==> config.mk <==
export PLATFORM = sky130hd
export DESIGN_NAME = fp_mul_significand_unit
export DESIGN_NICKNAME = d
export VERILOG_FILES = /design/src/rtl/fp_mul_pkg.sv /design/src/rtl/fp_operand_classify.sv /design/src/rtl/fp_mul_significand_unit.sv
export SDC_FILE = /design/constraint.sdc
export NUM_CORES = 1
export LEC_CHECK = 0
export CAP_MARGIN = 20
export CORE_MARGIN = 2
export CORE_UTILIZATION = 58
export CTS_CLUSTER_SIZE = 12
export DETAILED_ROUTE_END_ITERATION = 8
export DONT_BUFFER_PORTS = 1
export PLACE_DENSITY = 0.75
export SLEW_MARGIN = 10
export SYNTH_ARGS = -nofsm -noshare
export SYNTH_HDL_FRONTEND = slang
export SYNTH_SLANG_ARGS = --single-unit
export TNS_END_PERCENT = 50
==> constraint.sdc <==
create_clock -name clk -period 2.9 [get_ports clk]
set_input_delay 0.725 -clock clk [delete_from_list [all_inputs] [get_ports clk]]
set_output_delay 0.725 -clock clk [all_outputs]
set_load 0.1 [all_outputs]
==> src/rtl/fp_mul_pkg.sv <==
// Shared parameters, state encoding and field widths for the FP multiplier significand stage.
package fp_mul_pkg;

  localparam int unsigned EXP_W_DEF  = 8;
  localparam int unsigned FRAC_W_DEF = 23;
  localparam int unsigned BIAS_DEF   = 127;

  // Derived field widths for the default format
  localparam int unsigned SIG_W_DEF  = FRAC_W_DEF + 1;
  localparam int unsigned WORD_W_DEF = 1 + EXP_W_DEF + FRAC_W_DEF;
  localparam int unsigned PROD_W_DEF = 2 * SIG_W_DEF;

  // FSM encoding
  localparam int unsigned STATE_W = 2;
  localparam logic [STATE_W-1:0] ST_IDLE = 2'b00;
  localparam logic [STATE_W-1:0] ST_MULT = 2'b01;
  localparam logic [STATE_W-1:0] ST_DONE = 2'b10;

endpackage

==> src/rtl/fp_operand_classify.sv <==
// Unpacks one IEEE-754 operand and classifies it; exp==0 operands flush to zero.
module fp_operand_classify #(
  parameter int unsigned EXP_W  = 8,
  parameter int unsigned FRAC_W = 23
) (
  input  logic [EXP_W+FRAC_W:0] op,
  output logic                  sign_c,
  output logic [EXP_W-1:0]      exp_c,
  output logic [FRAC_W:0]       sig_c,
  output logic                  is_zero_c,
  output logic                  is_inf_c,
  output logic                  is_nan_c
);

  logic [FRAC_W-1:0] frac;
  logic              exp_max;
  logic              exp_min;

  // Field extraction, hidden bit insertion and special-value decode
  always_comb begin
    sign_c    = op[EXP_W+FRAC_W];
    exp_c     = op[FRAC_W +: EXP_W];
    frac      = op[FRAC_W-1:0];
    exp_max   = &exp_c;
    exp_min   = (exp_c == '0);
    sig_c     = exp_min ? '0 : {1'b1, frac};
    is_zero_c = exp_min;
    is_inf_c  = exp_max && (frac == '0);
    is_nan_c  = exp_max && (frac != '0);
  end

endmodule

==> src/rtl/fp_mul_significand_unit.sv <==
// FP multiplier front stage: sign/exponent sum, special flags, sequential radix-2 significand multiply.
module fp_mul_significand_unit
  import fp_mul_pkg::*;
#(
  parameter int unsigned EXP_W  = EXP_W_DEF,
  parameter int unsigned FRAC_W = FRAC_W_DEF,
  parameter int unsigned BIAS   = BIAS_DEF
) (
  input  logic                      clk,
  input  logic                      reset_n,
  input  logic                      start,
  input  logic [EXP_W+FRAC_W:0]     a_in,
  input  logic [EXP_W+FRAC_W:0]     b_in,
  output logic                      ready,
  output logic                      done,
  output logic                      sign_out,
  output logic [EXP_W+1:0]          exp_sum,
  output logic [2*(FRAC_W+1)-1:0]   product,
  output logic                      MLB_significand_mult,
  output logic                      is_zero,
  output logic                      is_inf,
  output logic                      is_nan
);

  localparam int unsigned SIG_W  = FRAC_W + 1;
  localparam int unsigned PROD_W = 2 * SIG_W;
  localparam int unsigned ES_W   = EXP_W + 2;
  localparam int unsigned CNT_W  = (SIG_W > 1) ? $clog2(SIG_W) : 1;

  // Operand decode
  logic             sign_a, sign_b;
  logic [EXP_W-1:0] exp_a, exp_b;
  logic [SIG_W-1:0] sig_a, sig_b;
  logic             zero_a, zero_b, inf_a, inf_b, nan_a, nan_b;

  fp_operand_classify #(.EXP_W(EXP_W), .FRAC_W(FRAC_W)) u_cls_a (
    .op        (a_in),
    .sign_c    (sign_a),
    .exp_c     (exp_a),
    .sig_c     (sig_a),
    .is_zero_c (zero_a),
    .is_inf_c  (inf_a),
    .is_nan_c  (nan_a)
  );

  fp_operand_classify #(.EXP_W(EXP_W), .FRAC_W(FRAC_W)) u_cls_b (
    .op        (b_in),
    .sign_c    (sign_b),
    .exp_c     (exp_b),
    .sig_c     (sig_b),
    .is_zero_c (zero_b),
    .is_inf_c  (inf_b),
    .is_nan_c  (nan_b)
  );

  logic [STATE_W-1:0] state_q, state_d;
  logic [CNT_W-1:0]   cnt_q;
  logic [PROD_W-1:0]  mcand_q;
  logic [SIG_W-1:0]   mplier_q;
  logic [PROD_W-1:0]  acc_q;

  // Results computed at acceptance, published when the product completes
  logic               sign_q;
  logic [ES_W-1:0]    exp_q;
  logic               zero_q, inf_q, nan_q;

  logic               last_step_c;
  logic [PROD_W-1:0]  acc_d_c;
  logic               nan_c, inf_c, zero_c;
  logic [ES_W-1:0]    exp_sum_c;

  // Shift-add step, sign/exponent arithmetic and flag priority (nan > inf > zero)
  always_comb begin
    last_step_c = (state_q == ST_MULT) && (cnt_q == CNT_W'(FRAC_W));
    acc_d_c     = mplier_q[0] ? (acc_q + mcand_q) : acc_q;
    exp_sum_c   = ES_W'(exp_a) + ES_W'(exp_b) - ES_W'(BIAS);
    nan_c       = nan_a || nan_b || (inf_a && zero_b) || (inf_b && zero_a);
    inf_c       = !nan_c && (inf_a || inf_b);
    zero_c      = !nan_c && !inf_c && (zero_a || zero_b);
  end

  // Next-state logic
  always_comb begin
    state_d = state_q;
    case (state_q)
      ST_IDLE: if (start) state_d = ST_MULT;
      ST_MULT: if (last_step_c) state_d = ST_DONE;
      ST_DONE: state_d = ST_IDLE;
      default: state_d = ST_IDLE;
    endcase
  end

  // State register
  always_ff @(posedge clk or negedge reset_n) begin
    if (!reset_n) state_q <= ST_IDLE;
    else          state_q <= state_d;
  end

  // Datapath registers and registered outputs
  always_ff @(posedge clk or negedge reset_n) begin
    if (!reset_n) begin
      ready                <= 1'b1;
      done                 <= 1'b0;
      sign_out             <= 1'b0;
      exp_sum              <= '0;
      product              <= '0;
      MLB_significand_mult <= 1'b0;
      is_zero              <= 1'b0;
      is_inf               <= 1'b0;
      is_nan               <= 1'b0;
      cnt_q                <= '0;
      mcand_q              <= '0;
      mplier_q             <= '0;
      acc_q                <= '0;
      sign_q               <= 1'b0;
      exp_q                <= '0;
      zero_q               <= 1'b0;
      inf_q                <= 1'b0;
      nan_q                <= 1'b0;
    end else begin
      ready <= (state_d == ST_IDLE);
      done  <= (state_d == ST_DONE);
      case (state_q)
        ST_IDLE: begin
          if (start) begin
            mcand_q              <= PROD_W'(sig_a);
            mplier_q             <= sig_b;
            acc_q                <= '0;
            cnt_q                <= '0;
            sign_q               <= sign_a ^ sign_b;
            exp_q                <= exp_sum_c;
            zero_q               <= zero_c;
            inf_q                <= inf_c;
            nan_q                <= nan_c;
            product              <= '0;
            MLB_significand_mult <= 1'b0;
            is_zero              <= 1'b0;
            is_inf               <= 1'b0;
            is_nan               <= 1'b0;
          end
        end
        ST_MULT: begin
          acc_q    <= acc_d_c;
          mcand_q  <= mcand_q << 1;
          mplier_q <= mplier_q >> 1;
          cnt_q    <= cnt_q + CNT_W'(1);
          if (last_step_c) begin
            cnt_q                <= '0;
            product              <= acc_d_c;
            MLB_significand_mult <= acc_d_c[PROD_W-1];
            sign_out             <= sign_q;
            exp_sum              <= exp_q;
            is_zero              <= zero_q;
            is_inf               <= inf_q;
            is_nan               <= nan_q;
          end
        end
        default: ;
      endcase
    end
  end

endmodule
==> impl_metrics.json <==
{
  "status": "finished, violations left",
  "violations": "negative hold slack, negative setup slack",
  "tns_ns": -0.0420,
  "vias_per_cell": 6.30,
  "fillCellCount": 1531,
  "grt_max_degree": 206,
  "cp_slowest_cell": "or4_4",
  "synth_top_area_cell": "dfrtp_1",
  "synthCells": 1230,
  "overflow": 0,
  "routedWlPerCell_microns": 20.2,
  "synth_edf_count": 0,
  "final_antenna_net_count": 0,
  "finalMaxSlewViolations": 0,
  "grt_antenna_before_repair": 0,
  "clock_tree.htree_level_count": 1,
  "drive_gt1_share_pct": 14.3,
  "ys_warn_count": 0,
  "ys_async_sr_fraction_pct": 100,
  "timing.fmax_ghz": 0.342,
  "start_util_pct": 59.2,
  "dp_hpwl_microns": 21500,
  "num_antenna_cells": 0,
  "clkTransAtPathRegs_ns": 0.06,
  "syn_area_sq_mm": 0.0115,
  "portBuffers": 0,
  "start_kind": "register",
  "clock_latency_ns": 0.51,
  "leakage_uw": 0.00650,
  "setup_violations": 3,
  "cts_root_buffer": "clkbuf_16",
  "period_needed_ns": 2.92,
  "instances_no_fill": 1552,
  "core_sq_mm": 0.0195,
  "syn_nets": 1362,
  "place_inst": 1510,
  "wl_microns": 31400,
  "row_count": 51,
  "critical_path_arrival_ns": 3.29,
  "tightest_slew_ns": 0.952,
  "hold_ws_ns": -0.0841,
  "fin_crit_sh_pct": 101,
  "vias": 9784,
  "slew_headroom_pct": 36.6,
  "drc": 0,
  "critPathKind": "register to register",
  "maxCapViolCount": 0,
  "critPathBufInv": 1,
  "worstPathMaxFanout": 4,
  "yosysSeqAreaShare_pct": 44.6,
  "skew_ns": 0.0121,
  "synth-main-ff-cell": "dfrtp_1",
  "worst_slack_ns": -0.0220,
  "hold_viol": 204,
  "synth.avg_cell_area_sq_um": 9.36,
  "cts_inserted_buffers": 23,
  "cts_tree": "yes",
  "io-pin-count": 132,
  "end_kind": "register",
  "path_delay_family": "compound AO/OA/AOI/OAI gates",
  "crit_required_ns": 3.27,
  "drt_pass1_iterations": 6,
  "cpPeakStageDelay_ns": 0.56,
  "r2r_slack_ns": -0.02,
  "grt_pass1_wl_microns": 49900,
  "gp_congestion": 0.953,
  "p_total_uw": 16700,
  "dieWidth_microns": 145,
  "grt_pass1_vias": 9550,
  "rsz0062_at_grt": "true",
  "synth_area_leaders": "dfrtp_1, ha_1, nand2_1",
  "dr.first_iter.drc_count": 847,
  "ys_seq_elements": 205,
  "areaGrowthSynthToFinish_pct": 15.4,
  "clockBufferDepth": 3,
  "crit_chain": "ha_1 > nor2_1 > o21ai_0 > o21ai_1 > o31a_1 > or4_4 > a21o_1 > buf_4 > o21ai_1 > xnor2_1 > o21ai_0",
  "fp.dieArea_sq_mm": 0.0210,
  "vdd_drop_max_mv": 0.777,
  "final_nets": 1406,
  "synth_cell_types": 64,
  "track_usage_pct": 30.1,
  "die_y_microns": 145,
  "cts_sinks": 205,
  "power_density_mw_per_mm2": 1250,
  "worstHoldPathType": "input pin to async pin",
  "synth_top_area_share_pct": 44.3
}
worst paths after layout:
path,from,to,cells past startpoint
setup / recovery,mcand_q[4],acc_q[43],11
hold / removal,reset_n,acc_q[41],0
setup reg to reg,mcand_q[4],acc_q[43],11
hold reg to reg,exp_q[7],exp_sum[7],2
max in group asynchronous,reset_n,ready,0
min in group clk,b_in[15],mplier_q[15],2
per-layer routing:
metal | global-route usage, % | routed length (microns)
met4 | 9.35 | 965
met2 | 48.7 | 14900
met3 | 5.17 | 2190
met1 | 41.5 | 13300
met5 | 0 | 0
what timing repair did:
item	in CTS	in global routing
setup buffers	2	2
endpoints found under the hold margin	204	204
endpoints found under the setup margin	30	35
pin swaps	1	3
resized for setup	16	28
registers in the layout, indices dropped and copies added, names as in the netlist, 2 cells and up:
signal    flops
product      48
exp_sum      10
mplier_q     24
mcand_q      48
state_q       2
exp_q        10
cnt_q         5
acc_q        48
cells in the mapped netlist, types with 11 or more instances:
cell type,number
ha_1,63
xnor2_1,28
o31ai_1,17
nor3_1,11
a31oi_1,14
nand3_1,30
clkbuf_1,67
nor2_1,51
o21ai_0,93
nand4_1,19
a222oi_1,43
dfrtp_1,204
a21oi_1,67
mux2i_1,25
o21a_1,15
xor2_1,23
a22o_1,35
inv_1,63
nand2_1,190
a21o_1,36
cell families (layout without fill, tap and decap cells):
family | Yosys count | count (layout) | share of synthesized area, %
compound gates | 375 | 375 | 22.6
xor+xnor | 51 | 51 | 3.88
fa+ha+maj | 65 | 65 | 7.19
buf+inv | 140 | 197 | 4.65
flops | 205 | 205 | 44.6
mux | 32 | 32 | 2.86
simple gates | 362 | 362 | 14.3
layout by cell type, fill, tap and decap left out, types with 5 or more instances in the layout:
cell type / count
nor3_1: 10
or4_1: 5
ha_1: 53
nand3b_1: 8
nor3b_1: 9
ha_4: 7
xor2_1: 23
clkbuf_16: 23
o31ai_1: 13
or2_2: 5
o21a_1: 15
o21ai_0: 87
nand2_1: 190
a21oi_1: 66
inv_1: 62
mux2i_1: 25
nand4_1: 19
clkbuf_1: 6
nor4_1: 10
a31oi_1: 12
and3_1: 6
dfrtp_1: 202
buf_4: 93
mux2_2: 7
nor2_1: 50
a21o_1: 36
nand3_1: 29
a211oi_1: 7
a22o_1: 35
xnor2_1: 26
a222oi_1: 43
o21ai_1: 9
worst reg2reg max path, stage by stage (launching register included):
cell     delay, ns
dfrtp_1       0.41
ha_1          0.39
nor2_1        0.08
o21ai_0       0.17
o21ai_1       0.12
o31a_1        0.30
or4_4         0.56
a21o_1        0.19
buf_4         0.15
o21ai_1       0.16
xnor2_1       0.15
o21ai_0       0.10
area by class of cell:
cell class | count | area [sq um] | area share [%]
Inverter | 64 | 240 | 1.81
Clock buffer | 32 | 639 | 4.81
Tap cell | 265 | 332 | 2.50
Multi-Input combinational cell | 885 | 6090 | 45.9
Sequential cell | 205 | 5130 | 38.6
Clock inverter | 6 | 108 | 0.810
Timing Repair Buffer | 95 | 738 | 5.56
where the power goes:
group          switching (uW)  internal [uW]
clock network            1160           1790
registers                2580           3860
logic                    4210           3070
metrics by stage:
stage	setup slack (ns)	util, %	cell area, sq um
6_report	-0.0220	68.3	13300
5_1_grt	-0.132	68.3	13300
4_1_cts	0.00840	67.5	13100
3_5_place_dp	-0.163	63.1	12300
3_3_place_gp	-0.0481	63.1	12300
2_1_floorplan	0.00221	-	11500
Power figures use the tool's default switching activity.
